`src/rtl/periph_addr_decoder_pipe.sv`:
```
// Cluster peripheral address decoder: maps a request address to a crossbar output index
// through one registered valid/ready stage, with HWPE enable mask and saturating error count.
module periph_addr_decoder_pipe #(
   parameter bit                ADDREXT            = 1'b0,
   parameter logic [7:0]        CLUSTER_BASE       = 8'h10,
   parameter bit                CLUSTER_ALIAS      = 1'b0,
   parameter logic [11:0]       CLUSTER_ALIAS_BASE = 12'h000,
   parameter int unsigned       SLOT_LSB           = 10,
   parameter int unsigned       N_OUPS             = 16,
   parameter int unsigned       EXT_IDX            = 8,
   parameter int unsigned       HWPE_SLOT_START    = 9,
   parameter int unsigned       HWPE_FIRST_IDX     = 9,
   parameter int unsigned       N_HWPE             = 4,
   parameter logic [N_HWPE-1:0] HWPE_EN_RST        = '1,
   localparam int unsigned      IW                 = $clog2(N_OUPS)
) (
   input  logic              clk_i,
   input  logic              rst_i,
   input  logic              req_valid_i,
   output logic              req_ready_o,
   input  logic [31:0]       addr_i,
   input  logic [31:0]       addrext_i,
   output logic              out_valid_o,
   input  logic              out_ready_i,
   output logic [IW-1:0]     out_idx_o,
   output logic              out_err_o,
   output logic [31:0]       out_addr_o,
   input  logic              cfg_we_i,
   input  logic [N_HWPE-1:0] cfg_mask_i,
   output logic [N_HWPE-1:0] cfg_mask_o,
   input  logic              cfg_clr_i,
   output logic [15:0]       err_cnt_o
);

   logic              r_valid;
   logic [IW-1:0]     r_idx;
   logic              r_err;
   logic [31:0]       r_addr;
   logic [N_HWPE-1:0] r_mask;
   logic [15:0]       r_err_cnt;

   logic              w_accept;
   logic              w_ext;
   logic              w_cluster_hit;
   logic              w_window;
   logic [3:0]        w_slot;
   logic [4:0]        w_hs;
   logic [4:0]        w_h;
   logic              w_hwpe_ok;
   logic [4:0]        w_idx;
   logic              w_err;

   assign req_ready_o = !r_valid || out_ready_i;
   assign w_accept    = req_valid_i && req_ready_o;

   assign w_ext         = ADDREXT && (addrext_i != 32'h0);
   assign w_cluster_hit = (addr_i[31:24] == CLUSTER_BASE) ||
                          (CLUSTER_ALIAS && (addr_i[31:24] == CLUSTER_ALIAS_BASE[11:4]));
   assign w_window      = w_cluster_hit && ((addr_i[23:20] == 4'h2) || (addr_i[23:20] == 4'h3));
   assign w_slot        = addr_i[SLOT_LSB+3 -: 4];
   assign w_hs          = addr_i[SLOT_LSB+3 -: 5];
   // Only consumed when slot >= HWPE_SLOT_START, so this subtraction never wraps in use.
   assign w_h           = w_hs - 5'(2 * HWPE_SLOT_START);

   always_comb begin
      w_hwpe_ok = 1'b0;
      for (int unsigned k = 0; k < N_HWPE; k++) begin
         if (w_h == 5'(k)) w_hwpe_ok = r_mask[k];
      end
   end

   always_comb begin
      w_idx = 5'(EXT_IDX);
      w_err = 1'b0;
      if (w_ext) begin
         w_idx = 5'(EXT_IDX);
      end else if (w_window) begin
         if ({1'b0, w_slot} < 5'(HWPE_SLOT_START)) begin
            w_idx = {1'b0, w_slot};
         end else if (w_hwpe_ok) begin
            w_idx = 5'(HWPE_FIRST_IDX) + w_h;
         end else begin
            w_err = 1'b1;
         end
      end
   end

   always_ff @(posedge clk_i) begin
      if (rst_i) begin
         r_valid   <= 1'b0;
         r_idx     <= '0;
         r_err     <= 1'b0;
         r_addr    <= '0;
         r_mask    <= HWPE_EN_RST;
         r_err_cnt <= '0;
      end else begin
         if (w_accept) begin
            r_valid <= 1'b1;
            r_idx   <= IW'(w_idx);
            r_err   <= w_err;
            r_addr  <= addr_i;
         end else if (out_ready_i) begin
            r_valid <= 1'b0;
         end
         if (cfg_we_i) r_mask <= cfg_mask_i;
         if (cfg_clr_i) begin
            r_err_cnt <= '0;
         end else if (w_accept && w_err && (r_err_cnt != 16'hFFFF)) begin
            r_err_cnt <= r_err_cnt + 16'd1;
         end
      end
   end

   assign out_valid_o = r_valid;
   assign out_idx_o   = r_idx;
   assign out_err_o   = r_err;
   assign out_addr_o  = r_addr;
   assign cfg_mask_o  = r_mask;
   assign err_cnt_o   = r_err_cnt;

endmodule

```
`config.mk`:
```
export PLATFORM = sky130hd
export DESIGN_NAME = periph_addr_decoder_pipe
export DESIGN_NICKNAME = d
export VERILOG_FILES = /design/src/rtl/periph_addr_decoder_pipe.sv
export SDC_FILE = /design/constraint.sdc
export NUM_CORES = 1
export LEC_CHECK = 0
export ABC_CLOCK_PERIOD_IN_PS = 5650
export BUFFER_PORTS_ARGS = -buffer_cell sky130_fd_sc_hd__buf_2
export CAP_MARGIN = 20
export CORE_MARGIN = 2
export CORE_UTILIZATION = 35
export DETAILED_ROUTE_END_ITERATION = 10
export GPL_ROUTABILITY_DRIVEN = 0
export GPL_TIMING_DRIVEN = 0
export PLACE_DENSITY = 0.61
export SLEW_MARGIN = 25
export SYNTH_ARGS = -nofsm -noshare
export SYNTH_HDL_FRONTEND = slang
export SYNTH_SLANG_ARGS = --single-unit
```
`constraint.sdc`:
```
create_clock -name clk_i -period 5.65 [get_ports clk_i]
set_input_delay 0.2825 -clock clk_i [delete_from_list [all_inputs] [get_ports clk_i]]
set_output_delay 0.2825 -clock clk_i [all_outputs]
set_load 0.01 [all_outputs]
```
Word level (Yosys, flattened, before mapping) --
Index checks and enable logic that the tools add are counted.
Cells by class: add/subtract/negate cells 3, $mul 0, div/mod/pow operators 0, magnitude comparators 1, eq/ne operators 7, shifts and indexed selects 0, mux-type cells 12, bitwise operators 0, reduce and logical (&&, ||, !) cells 10
Operators by type and width (number):
- $add 16x1->16 const B | 1
- $ne 16x16->1 const B | 1
- $mux 4 | 3
- $eq 5x2->1 const B | 2
- $mux 1 | 9
- $eq 4x2->1 const B | 2
- $eq 8x5->1 const B | 1
- $eq 5x1->1 const B | 1
- $logic_not 5->1 | 1
- $sub 5x5->5 const B | 1
- $add 4x4->4 const A | 1
- $logic_and 1x1->1 | 4
- $lt 4x4->1 const B | 1
- $logic_or 1x1->1 | 2
- $reduce_bool 2->1 | 1
- $reduce_or 2->1 | 1
- $logic_not 1->1 | 1
Word-level totals: bits in registers 58, bits in latches 0, memory bits (writable) 0, memory bits (read-only) 0, output and inout bits 59, word-level logic and storage cells 39, memories 0

Depth between registers and ports, before layout --
depth in word-level cells 11, mapped depth 9, gate-level depth less buffers 7

Least setup slack after synthesis --
OpenSTA, ideal clock, no wires.
path type input to register, start input port addr_i[10], end register r_err_cnt[0], in the netlist err_cnt_o[0], library setup time 0.070 ns, arrival time 1.928 ns, path slack 3.652 ns, stages on the path 8, path buffers 1, path through inv_1 -> ha_1 -> a21oi_1 -> a221oi_4 -> o221a_2 -> buf_4 -> or4_1 -> a21oi_1
On the way: word-level cells in the longest chain between the ends 11, elaborated cells on any way between the ends 15
Ends and longest elaborated chain:
- start: declaration | RTL line 21 | input logic [31:0] addr_i,
- $sub 5x5->5 | RTL line 63 | assign w_h = w_hs - 5'(2 * HWPE_SLOT_START);
- $logic_not 5->1 | RTL line 68 | if (w_h == 5'(k)) w_hwpe_ok = r_mask[k];
- $mux 1 (4 in series) | RTL line 68
- $mux 1 | RTL line 80 | end else if (w_hwpe_ok) begin
- $mux 1 (*) | RTL line 78 | if ({1'b0, w_slot} < 5'(HWPE_SLOT_START)) begin
- $mux 1 (*) | RTL line 77 | end else if (w_window) begin
- $logic_and 1x1->1 (*) (2 in series) | RTL line 108 | end else if (w_accept && w_err && (r_err_cnt != 16'hFFFF)) begin
- end signal: assignment | RTL line 109 | r_err_cnt <= r_err_cnt + 16'd1;
- end: declaration | RTL line 40 | logic [15:0] r_err_cnt;
Every way passes the cells marked *; elsewhere a longest branch is shown, timed or not. A chain may end at the register's enable or synchronous reset.

Final worst setup path --
start register r_err_cnt[13], in the netlist err_cnt_o[13], end register r_err_cnt[13], in the netlist err_cnt_o[13]
On the way: word-level cells in the longest chain between the ends 2, elaborated cells on any way between the ends 3
Ends and longest elaborated chain:
- parallel branches: the longest is 2 deep, another holds $add 16x1->16
Parallel ways; which one is timed is not known.

==> results.cfg <==
[finish]
drive_gt1_share_pct = 28.8
area_growth_pct = 32.4
nets = 520
antenna_cells = 0

[outcome]
status = finished, final reports clean

[logic_synthesis]
synth_fa_ha_area_share_pct = 3.26
syn-mean-instance-area_um2 = 8.18
ys_seq_elements = 58
async_flop_share_pct = 0
synth_compound_area_share_pct = 20.0
synth_top_family_by_area = simple AND/OR/NAND/NOR gates
ys_warn_count = 0
synth.area.mux_share_pct = 1.12
netlist_top_cells_count = nand2_1, dfxtp_1, a21oi_1
synth_top_area_share_pct = 43.2
synth_cells = 329
ys.flop_type = dfxtp_1
yosys.area.top_type = dfxtp_1
synthSimpleGateAreaFrac_pct = 27.6
ys_top_cells_by_area = dfxtp_1, nand2_1, a21oi_1
synth_edf_count = 0
syn_nets = 410
yosysMostFrequentCell = nand2_1
synth_area_um2 = 2690
synthXorXnorAreaFrac_pct = 0.326
ys_types = 41
yosysSeqAreaShare_pct = 43.2

[critical_path]
cp_cell_sequence = nand4_1, nor4_1, nor3_1, a31oi_1, a41o_1
critical-path-top-delay-family = simple AND/OR/NAND/NOR gates
criticalPathCategory = register to register
crit_buf_inv = 0
critPathSlowestCell = nor4_1
cp-end-kind = register
startpoint_type = register
cpPeakStageDelay_ns = 0.85
worstPathRequired_ns = 5.93
crit_arrival_ns = 2.40
critPathMaxFanout = 7

[clock_network]
cts-buffers-inserted = 9
clkLatencyLatePin_ns = 0.34
cts_resized = 0
cts-root-buf = clkbuf_8
cts_tree = done
cts_buffer_depth = 2
post_cts_buffers = 0
htreeDepth = 3
cts.sinks = 58
clk_pin_slew_ns = 0.07
holdBufCountCts = 0

[global_route]
grt_pass1_vias = 2715
grt_pass1_wl_mm = 12.9
grtUsageTotal_pct = 19.0
grt_max_degree = 11
antenna_found_initial = 0
grt_overflow_total = 0

[floorplanning]
boundaryPins = 133
dieHeight_um = 91.7
core_um2 = 7330
num_rows = 31
die_width_um = 91.7
start_util_pct = 36.7
die_area_um2 = 8400

[drt]
post-route-drc-count = 0
postRouteAntennaNets = 0
first_pass_iters = 4
routed_via_density = 5.17
via_count = 2809
drt_iter0_drc = 127
wire_per_inst_um = 14.0
wl_mm = 7.60

[timing]
rsz0062_at_grt = no
max-slew-margin-rel_pct = 38.5
setup_violations = 0
period_share_pct = 37.5
slew_viol_final = 0
tightest_slew_ns = 0.915
clock.fmax_ghz = 0.472
period_needed_ns = 2.12
setup_tns_ns = 0
fin_skew_ns = 0.00895
hold_viol_final = 0

[job]
max-cap-violations = 0

[pwr]
cellLeakagePower_nw = 1.51
powerDensity_nw_per_um2 = 287
p_total_w = 0.00102
ir_worst_vdd_uv = 178

[worst_hold_path]
hp-class = input pin to register

[placed_design]
post-dp-hpwl_mm = 5.60
numPortBuffers = 99
[metal layers]
layer,wire length (um),vias to the layer above,global-route usage (%)
met5,0,-,0
met4,68,0,5.18
met3,565,9,7.72
met2,3760,88,30.7
met1,3200,1307,23.4
li1,-,1405,-
[cells by family (layout without fill, tap and decap cells)]
kind of cell / Yosys count / in the layout
compound gates: 81 / 81
xor+xnor: 1 / 1
mux: 3 / 3
flops: 58 / 58
fa+ha+maj: 7 / 7
simple gates: 150 / 150
buf+inv: 29 / 144
[registers in the layout, summed over array words and instances, names as in the netlist]
register	flops
out_err_o	1
out_addr_o	32
cfg_mask_o	4
out_valid_o	1
out_idx_o	4
err_cnt_o	16
[final cells by class]
cell class,instances,area (um^2)
buffer,20,90.1
clock buffer,11,151
clock inverter,5,100
fill,742,3770
inverter,9,33.8
multi-input combinational,242,1410
sequential,58,1160
tap,99,124
timing repair buffer,99,495
[stage by stage]
stage / cell area (um^2) / hold WS, ns / setup WS, ns / std cells / utilization (%)
global route: 3560 / 0.143 / 3.34 / 543 / 48.6
floorplan: 2690 / 0.400 / 3.65 / 329 / -
finish: 3560 / 0.148 / 3.53 / 543 / 48.6
CTS: 3560 / 0.133 / 3.57 / 543 / 48.6
global placement: 3310 / 0.439 / 3.28 / 527 / 45.1
detailed placement: 3310 / 0.444 / 3.22 / 527 / 45.1
[layout by cell type, fill, tap and decap left out, types with 7 or more instances in the layout]
cell type / count
buf_2: 99
o31ai_1: 12
dfxtp_1: 58
clkbuf_8: 11
inv_1: 9
clkbuf_1: 14
ha_1: 7
or4_1: 12
nor2_1: 7
nand4_1: 13
nand2_1: 80
a21oi_1: 48
[worst reg2reg max path: stages, from the launching register on]
cell and delay (ns):
dfxtp_1 0.44, nand4_1 0.25, nor4_1 0.85, nor3_1 0.19, a31oi_1 0.22, a41o_1 0.11
[worst paths after layout]
kind	startpoint	to	slack, ns	depth (start not counted)
min	cfg_mask_i[0]	cfg_mask_o[0]	0.15	2
max	err_cnt_o[13]	err_cnt_o[13]	3.53	5
min reg2reg	out_addr_o[20]	out_addr_o[20]	0.45	2
max reg2reg	err_cnt_o[13]	err_cnt_o[13]	3.53	5
[report_power, final]
part | switching, W | internal, W
Sequential | 0.00000795 | 0.000425
Clock | 0.000166 | 0.000316
Combinational | 0.0000648 | 0.0000431
Power figures use the tool's default switching activity.
